==> src/rtl/cpu_types_pkg.sv <==
// Shared CPU-side types: instruction-cache address fields, cache FSM states
// and a saturating counter helper.
package cpu_types_pkg;

    localparam int ICACHE_SETS  = 16;
    localparam int ICACHE_IDX_W = 4;
    localparam int ICACHE_TAG_W = 30 - ICACHE_IDX_W;

    typedef struct packed {
        logic [ICACHE_TAG_W-1:0] tag;
        logic [ICACHE_IDX_W-1:0] idx;
        logic [1:0]              bytoff;
    } icachef_t;

    typedef enum logic {
        IDLE = 1'b0,
        FILL = 1'b1
    } icache_state_t;

    function automatic logic [31:0] sat_inc32(input logic [31:0] v);
        return (v == 32'hFFFF_FFFF) ? v : v + 32'd1;
    endfunction

endpackage

==> src/rtl/icache_frame_array.sv <==
// Valid/tag/data storage for the direct-mapped instruction cache.
// Combinational read, one synchronous write, clear-all-valid; only valid bits reset.
module icache_frame_array
    import cpu_types_pkg::*;
#(
    parameter int SETS  = 16,
    parameter int IDX_W = $clog2(SETS),
    parameter int TAG_W = 30 - IDX_W
) (
    input  logic             CLK,
    input  logic             RST,
    input  logic [IDX_W-1:0] rd_idx,
    output logic             rd_valid,
    output logic [TAG_W-1:0] rd_tag,
    output logic [31:0]      rd_data,
    input  logic             wr_en,
    input  logic [IDX_W-1:0] wr_idx,
    input  logic [TAG_W-1:0] wr_tag,
    input  logic [31:0]      wr_data,
    input  logic             clr_all
);

    logic [SETS-1:0]  valid;
    logic [TAG_W-1:0] tag_mem  [SETS];
    logic [31:0]      data_mem [SETS];

    // Clear wins over a same-cycle write so an aborted fill never lands.
    always_ff @(posedge CLK or posedge RST) begin
        if (RST) begin
            valid <= '0;
        end else if (clr_all) begin
            valid <= '0;
        end else if (wr_en) begin
            valid[wr_idx] <= 1'b1;
        end
    end

    always_ff @(posedge CLK) begin
        if (wr_en) begin
            tag_mem[wr_idx]  <= wr_tag;
            data_mem[wr_idx] <= wr_data;
        end
    end

    assign rd_valid = valid[rd_idx];
    assign rd_tag   = tag_mem[rd_idx];
    assign rd_data  = data_mem[rd_idx];

endmodule

==> src/rtl/icache_responder.sv <==
// Direct-mapped instruction cache: zero-latency hits, single-word refill on miss.
// Optional hit/miss counters are built when ICACHE_STATS_EN is defined.
module icache_responder
    import cpu_types_pkg::*;
#(
    parameter  int SETS  = 16,
    localparam int IDX_W = $clog2(SETS),
    localparam int TAG_W = 30 - IDX_W
) (
    input  logic        CLK,
    input  logic        RST,
    input  logic        imemREN,
    input  logic [31:0] imemaddr,
    output logic        ihit,
    output logic [31:0] imemload,
    input  logic        inval,
    output logic        iREN,
    output logic [31:0] iaddr,
    input  logic [31:0] iload,
`ifdef ICACHE_STATS_EN
    output logic [31:0] hit_count,
    output logic [31:0] miss_count,
`endif
    input  logic        iwait
);

    icache_state_t    state, next_state;
    logic [29:0]      miss_addr;
    logic [TAG_W-1:0] req_tag;
    logic [IDX_W-1:0] req_idx;
    logic             rd_valid;
    logic [TAG_W-1:0] rd_tag;
    logic [31:0]      rd_data;
    logic             tag_match;
    logic             fill_done;
    logic             start_miss;
    logic             unused_bytoff;

    assign req_tag       = imemaddr[31:IDX_W+2];
    assign req_idx       = imemaddr[IDX_W+1:2];
    assign unused_bytoff = ^imemaddr[1:0];

    icache_frame_array #(
        .SETS  (SETS),
        .IDX_W (IDX_W),
        .TAG_W (TAG_W)
    ) u_frames (
        .CLK      (CLK),
        .RST      (RST),
        .rd_idx   (req_idx),
        .rd_valid (rd_valid),
        .rd_tag   (rd_tag),
        .rd_data  (rd_data),
        .wr_en    (fill_done),
        .wr_idx   (miss_addr[IDX_W-1:0]),
        .wr_tag   (miss_addr[29:IDX_W]),
        .wr_data  (iload),
        .clr_all  (inval)
    );

    assign tag_match = rd_valid && (rd_tag == req_tag);

    always_comb begin
        next_state = state;
        ihit       = 1'b0;
        iREN       = 1'b0;
        iaddr      = '0;
        fill_done  = 1'b0;
        start_miss = 1'b0;
        case (state)
            IDLE: begin
                ihit = imemREN && tag_match && !inval;
                if (imemREN && !tag_match && !inval) begin
                    start_miss = 1'b1;
                    next_state = FILL;
                end
            end
            FILL: begin
                iREN  = 1'b1;
                iaddr = {miss_addr, 2'b00};
                if (inval) begin
                    next_state = IDLE;
                end else if (!iwait) begin
                    fill_done  = 1'b1;
                    next_state = IDLE;
                end
            end
            default: next_state = IDLE;
        endcase
    end

    assign imemload = ihit ? rd_data : 32'd0;

    always_ff @(posedge CLK or posedge RST) begin
        if (RST) begin
            state     <= IDLE;
            miss_addr <= '0;
        end else begin
            state <= next_state;
            if (start_miss) begin
                miss_addr <= imemaddr[31:2];
            end
        end
    end

`ifdef ICACHE_STATS_EN
    always_ff @(posedge CLK or posedge RST) begin
        if (RST) begin
            hit_count  <= '0;
            miss_count <= '0;
        end else if (inval) begin
            hit_count  <= '0;
            miss_count <= '0;
        end else begin
            if (ihit) begin
                hit_count <= sat_inc32(hit_count);
            end
            if (start_miss) begin
                miss_count <= sat_inc32(miss_count);
            end
        end
    end
`endif

endmodule

==> config.mk <==
export PLATFORM = sky130hd
export DESIGN_NAME = icache_responder
export DESIGN_NICKNAME = d
export VERILOG_FILES = /design/src/rtl/cpu_types_pkg.sv /design/src/rtl/icache_frame_array.sv /design/src/rtl/icache_responder.sv
export SDC_FILE = /design/constraint.sdc
export NUM_CORES = 1
export LEC_CHECK = 0
export BUFFER_PORTS_ARGS = -buffer_cell sky130_fd_sc_hd__buf_4
export CAP_MARGIN = 15
export CORE_MARGIN = 2
export CORE_UTILIZATION = 45
export CTS_BUF_LIST = sky130_fd_sc_hd__clkbuf_4 sky130_fd_sc_hd__clkbuf_8
export DETAILED_ROUTE_END_ITERATION = 8
export PLACE_DENSITY = 0.64
export SYNTH_ARGS = -nofsm -noshare
export SYNTH_HDL_FRONTEND = slang
export SYNTH_SLANG_ARGS = --single-unit
==> constraint.sdc <==
create_clock -name CLK -period 17.7 [get_ports CLK]
set_input_delay 1.77 -clock CLK [delete_from_list [all_inputs] [get_ports CLK]]
set_output_delay 1.77 -clock CLK [all_outputs]
set_load 0.1 [all_outputs]
==> flow_summary.toml, run 1 <==
[timing]
finalCritPeriodShare_pct = 46.9
fin_crit_ns = 8.30
rsz0062_at_grt = "false"
setup_violations = 0
final_max_slew_viol_count = 0
skew_ns = 0.0226
setup_ws_ns = 9.40
worst_slew_pin_slew_ns = 1.03
relSlewSlack_pct = 31.1
finalHoldViolCount = 0
tns_ns = 0
timing.fmax_mhz = 120

[power_and_ir_drop]
power_density_nw_per_um2 = 111
p_leak_uw = 0.0142
vdd_drop_max_mv = 0.0800

[placement]
gp_congestion = 0.719
placed_cells = 2845
dp_hpwl_mm = 44.1
portBuffers = 130
place_ws_ns = 9.25

[setup_path]
cp_common_cell = "buf_4"
startpoint = "imemaddr[4]"
reg2reg_from = "u_frames.tag_mem[11][15]"
crit_slowest_cell = "buf_4"
critical_path_class = "in2out"
end_kind = "primary output"
cp_cell_sequence = "clkbuf_8 -> buf_4 -> buf_4 -> mux4_2 -> mux2i_1 -> mux2i_1 -> xor2_1 -> nor4b_1 -> nand4_1 -> nor4_4 -> buf_4 -> and2_1 -> buf_4"
crit_path_start_kind = "input pin"
cp.required_ns = 15.93
worstPathMaxFanout = 56
critPathArrivalTime_ns = 6.53
max_stage_delay_ns = 0.75

[synth]
async_flop_share_pct = 4.82
syn_inst = 1685
seq_area_frac_synth_pct = 76.6
synth.distinct_cells = 54
synth_edf_count = 928
synth_seq_cells = 975
syn_area_per_cell_um2 = 22.5
ys.flop_type = "edfxtp_1"
syn_area_um2 = 37900
yosysTopAreaCellShare_pct = 73.5
yosys_warnings = 0
synth_top_area_cell = "edfxtp_1"
netlist_top_cells_area = "edfxtp_1, mux4_2, dfrtp_1"

[clock_tree]
cts-root-buf = "clkbuf_8"
cts_inserted_buffers = 155
ctsHoldBuffers = 0
cts_tree = "done"
clock_path_buffers = 3
clk-insertion-delay-late_ns = 0.79
cts_setup_buffers = 0
h-tree-depth = 4
path_clk_slew_ns = 0.06
clock-sinks = 975
cts_resized = 0

[floorplan]
die_h_um = 294
die_w_um = 294
rows = 106
die_area_um2 = 86600
core_area_um2 = 83600
initial_core_util_pct = 45.4
pin_count = 135

[flow_run]
drv_cap = 0

[detailed_routing]
wl_mm = 85.7
wl_met2_mm = 43.2
vias = 17968
wl_per_cell_um = 27.4
met3_length_mm = 4.59
wl_met1_mm = 36.4
drcViolationCount = 0
top_layer = "met5"
via_per_inst = 5.75
dr.first_iter.drc_count = 1799
first_pass_iters = 6
drtAntennaViolNets = 0

[final_layout]
syn2layout_area_growth_pct = 14.1
instances_no_fill = 3125
layout-drive-gt1-share_pct = 34.5
nets = 1992
layout_commonest_cell = "edfxtp_1"
final_cell_mix = "edfxtp_1, mux4_2, clkbuf_8"

[grt]
grt_pass1_vias = 19269
grt-ovfl-total = 0
globalRouteTotalUtil_pct = 20.3
grt_antenna_before_repair = 3
grt_pass1_wl_mm = 126
grt_max_degree = 109

[status]
run_status = "finished, final reports clean"

[min_path]
worstHoldStart = "u_frames.valid[14]"
hp-class = "reg2reg"
[layout make-up]
cell class                 count  area, um^2
antenna                        3        7.51
clock buffer                 223        2740
clock inverter                53         299
fill                        6552       40300
inverter                       4        17.5
multi-input combinational    620        8520
sequential                   975       29000
tap                         1080        1350
timing repair buffer         167        1300
[logic make-up (layout without fill, tap and decap cells)]
logic type             after synthesis  after routing  synth area share (%)
flip-flops                         975            975                  76.6
multiplexers                       357            357                  17.8
AND/OR/NAND/NOR                    181            181                  2.63
buffers and inverters               91            447                  1.25
AO/OA/AOI/OAI                       53             53                  1.07
XOR/XNOR                            27             27                 0.624
other                                1              5               0.00989
[metal layers]
layer	vias to the layer above	GRT usage [%]
met5	-	0
met4	2	6.18
met3	123	3.40
met2	601	33.5
met1	9699	27.9
li1	7543	-
[cells in the mapped netlist, types with 3 or more instances]
master,n
a2111oi_0,3
a211oi_1,3
a21oi_1,6
a221oi_1,5
a22o_1,3
a22oi_1,17
and2_1,64
and3_1,3
buf_1,4
buf_2,33
buf_4,12
buf_6,6
clkbuf_1,31
dfrtp_1,47
edfxtp_1,928
inv_1,4
mux2_1,13
mux2_2,20
mux2i_1,73
mux4_2,249
nand2_1,15
nand2b_1,5
nand3_1,7
nand3b_1,4
nand4_1,3
nor2_1,52
nor2b_1,7
nor3_1,6
nor4b_1,3
o21ai_0,4
o31ai_1,3
or3_1,3
xnor2_1,16
xor2_1,11
[power breakdown]
part           internal (uW)  switching, uW
clock                   1020            838
sequential              2600           58.1
combinational            110            176
total                   3730           1070
[registers in the layout, indices dropped and copies added, names as in the netlist]
signal and cells:
miss_addr 30, u_frames.data_mem 512, state 1, u_frames.valid 16, u_frames.tag_mem 416
[metrics by stage]
step,util (%),hold WS [ns],area [um^2],total power (uW)
5_1_grt,51.8,0.531,43300,4980
4_1_cts,51.8,0.503,43200,4850
3_5_place_dp,48.1,0.490,40200,3000
6_report,51.8,0.503,43300,4800
2_1_floorplan,-,0.461,37900,2880
3_3_place_gp,48.1,0.474,40200,2980
[worst paths after layout]
path	endpoint	slack (ns)	cells after the start
max reg2reg	miss_addr[25]	13.71	9
max	imemload[9]	9.40	13
min reg2reg	u_frames.valid[14]	0.50	2
min	u_frames.valid[14]	0.50	2
max in group asynchronous	miss_addr[22]	15.95	3
min in group asynchronous	miss_addr[0]	1.21	3
[worst max-delay path: cells and delay by family]
family / cells / cell delay (ns)
multiplexers: 3 / 0.83
XOR/XNOR: 1 / 0.22
AND/OR/NAND/NOR: 4 / 1.03
buffers and inverters: 5 / 2.56
Power figures use the tool's default switching activity.
==> run 2, diff against run 1 <==
--- a/config.mk
+++ b/config.mk
@@ -11,7 +11,7 @@
 export CORE_UTILIZATION = 45
 export CTS_BUF_LIST = sky130_fd_sc_hd__clkbuf_4 sky130_fd_sc_hd__clkbuf_8
 export DETAILED_ROUTE_END_ITERATION = 8
-export PLACE_DENSITY = 0.64
+export PLACE_DENSITY = 0.66
 export SYNTH_ARGS = -nofsm -noshare
 export SYNTH_HDL_FRONTEND = slang
 export SYNTH_SLANG_ARGS = --single-unit
==> constraint.sdc (replaced) <==
create_clock -name CLK -period 7.4 [get_ports CLK]
set_input_delay 0.74 -clock CLK [delete_from_list [all_inputs] [get_ports CLK]]
set_output_delay 0.74 -clock CLK [all_outputs]
set_load 0.1 [all_outputs]
==> run 2 against run 1 <==
  * Combinational power rose by 140%
  * Hold slack got worse by 0.31 ns
  * Non-clock buffer count is 4 higher
  * Flip-flop and latch count unchanged
  * Highest routed layer unchanged
==> flow_summary.toml, run 2 (synthesis results as in run 1) <==
[setup_path]
reg2reg_slack_ns = 3.26
cp_common_cell = "buf_4"
path_buf_inv = 4
critPathArrivalTime_ns = 5.02
end_kind = "primary output"
cpLargestDelayFamily = "buffers and inverters"
crit_slowest_cell = "buf_4"
max_stage_delay_ns = 0.62
worstPathMaxFanout = 68
crit_path_start_kind = "input pin"
startpoint = "imemaddr[3]"
cp_cell_sequence = "buf_6 -> buf_4 -> mux4_2 -> mux2_2 -> nand2_1 -> a21oi_1 -> a311o_1 -> or4_4 -> nor4_4 -> buf_4 -> and2_1 -> buf_4"
critical_path_class = "in2out"
reg2reg_from = "u_frames.tag_mem[7][12]"
cp.required_ns = 6.66

[clock_tree]
cts_setup_buffers = 0
clock_path_buffers = 3
cts_inserted_buffers = 154
h-tree-depth = 4
cts_tree = "done"
path_clk_slew_ns = 0.06
cts_resized = 0
clk-insertion-delay-late_ns = 0.79
ctsHoldBuffers = 0
clock-sinks = 975
cts-root-buf = "clkbuf_8"

[final_layout]
instances_no_fill = 3129
num-fill-cells = 6493
largest_register_ffs = 512
final_cell_mix = "edfxtp_1, mux4_2, buf_4"
reg_top3 = "u_frames.data_mem: 512 flops, u_frames.tag_mem: 416 flops, miss_addr: 30 flops"
layout-drive-gt1-share_pct = 34.6
regMostFlops = "u_frames.data_mem"
multi_input_area_um2 = 8520
layout_commonest_cell = "edfxtp_1"
final_core_util_pct = 51.9
regArea_um2 = 29000
syn2layout_area_growth_pct = 14.4
nets = 1995

[power_and_ir_drop]
power_density_nw_per_um2 = 268
p_leak_uw = 0.0143
vdd_drop_max_mv = 0.178

[floorplan]
core_area_um2 = 83600
initial_core_util_pct = 45.4
pin_count = 135
rows = 106
die_h_um = 294
die_w_um = 294
die_area_um2 = 86600

[timing]
final_max_slew_viol_count = 0
finalCritPeriodShare_pct = 77.8
relSlewSlack_pct = 23.6
rsz0062_at_grt = "false"
fin_hold_ws_ns = 0.190
fin_crit_ns = 5.76
skew_ns = 0.0298
finalHoldViolCount = 0
tns_ns = 0
worst_slew_pin_slew_ns = 1.15
setup_violations = 0
timing.fmax_mhz = 174

[min_path]
hp-class = "in2async"

[placement]
gp_congestion = 0.717
placed_cells = 2850
dp_hpwl_mm = 42.5
portBuffers = 130

[detailed_routing]
dr.first_iter.drc_count = 1675
via_per_inst = 5.75
vias = 17982
wl_per_cell_um = 27.2
drcViolationCount = 0
drtAntennaViolNets = 0
first_pass_iters = 5
wl_mm = 85.0

[grt]
globalRouteTotalUtil_pct = 20.1
grt_pass1_vias = 19187
grt_antenna_before_repair = 3
grt_max_degree = 81
grt_pass1_wl_mm = 125
grt-ovfl-total = 0

[status]
run_status = "finished, final reports clean"

[flow_run]
drv_cap = 0
run 2: changes by cell type in the layout (fill, tap and decap cells not counted), moves of 2 or more:
cell / delta
buf_4: +5
clkbuf_4: -10
bufinv_16: +5
clkinv_2: +5
clkinvlp_4: +2
diode_2: -2
clkbuf_8: -6
inv_6: +4
run 2: per-stage QoR:
step / cell area [um^2] / total power [uW] / worst slack, ns
final: 43400 / 11600 / 1.64
after global routing: 43400 / 12100 / 1.28
after CTS: 43400 / 11800 / 1.50
after detailed placement: 40200 / 7170 / 1.49
after global placement: 40200 / 7140 / 1.54
after floorplan: 37900 / 6890 / 0.966
run 2: worst paths after layout:
kind	cells after the start	to
max in group asynchronous	3	miss_addr[7]
worst max register to register	9	miss_addr[10]
worst min register to register	2	u_frames.valid[6]
worst max-delay path	12	imemload[27]
min in group CLK	3	state
worst min-delay path	3	miss_addr[16]
run 2: area by class of cell:
class	count	area share, %
clock buffers	208	5.99
flip-flops and latches	975	66.9
well taps	1080	3.11
diodes	1	0.00577
multi-input cells	620	19.6
clock inverters	70	1.24
repair buffers	171	3.03
inverters	4	0.0375
run 2: power breakdown:
| group | internal (uW) | switching (uW) | leakage (uW) |
|---|---|---|---|
| Sequential | 6220 | 142 | 0.00894 |
| Combinational | 263 | 421 | 0.00367 |
| Clock | 2540 | 2070 | 0.00164 |
run 2: metal layers:
layer / up-vias / global-route usage (%) / part of all wire, %
met5: - / 0 / 0.036
met4: 6 / 5.97 / 2.0
met3: 132 / 4.11 / 6.2
met2: 625 / 33.3 / 50
met1: 9669 / 27.0 / 41
li1: 7550 / - / -
run 2: worst register-to-register path, cell delays in order (launching register included):
cell and delay (ns):
edfxtp_1 0.36, mux4_2 0.47, mux2i_1 0.30, xor2_1 0.18, o221ai_1 0.19, or4_1 0.62
or4_4 0.60, o21bai_4 0.41, buf_4 0.49, mux2_2 0.40
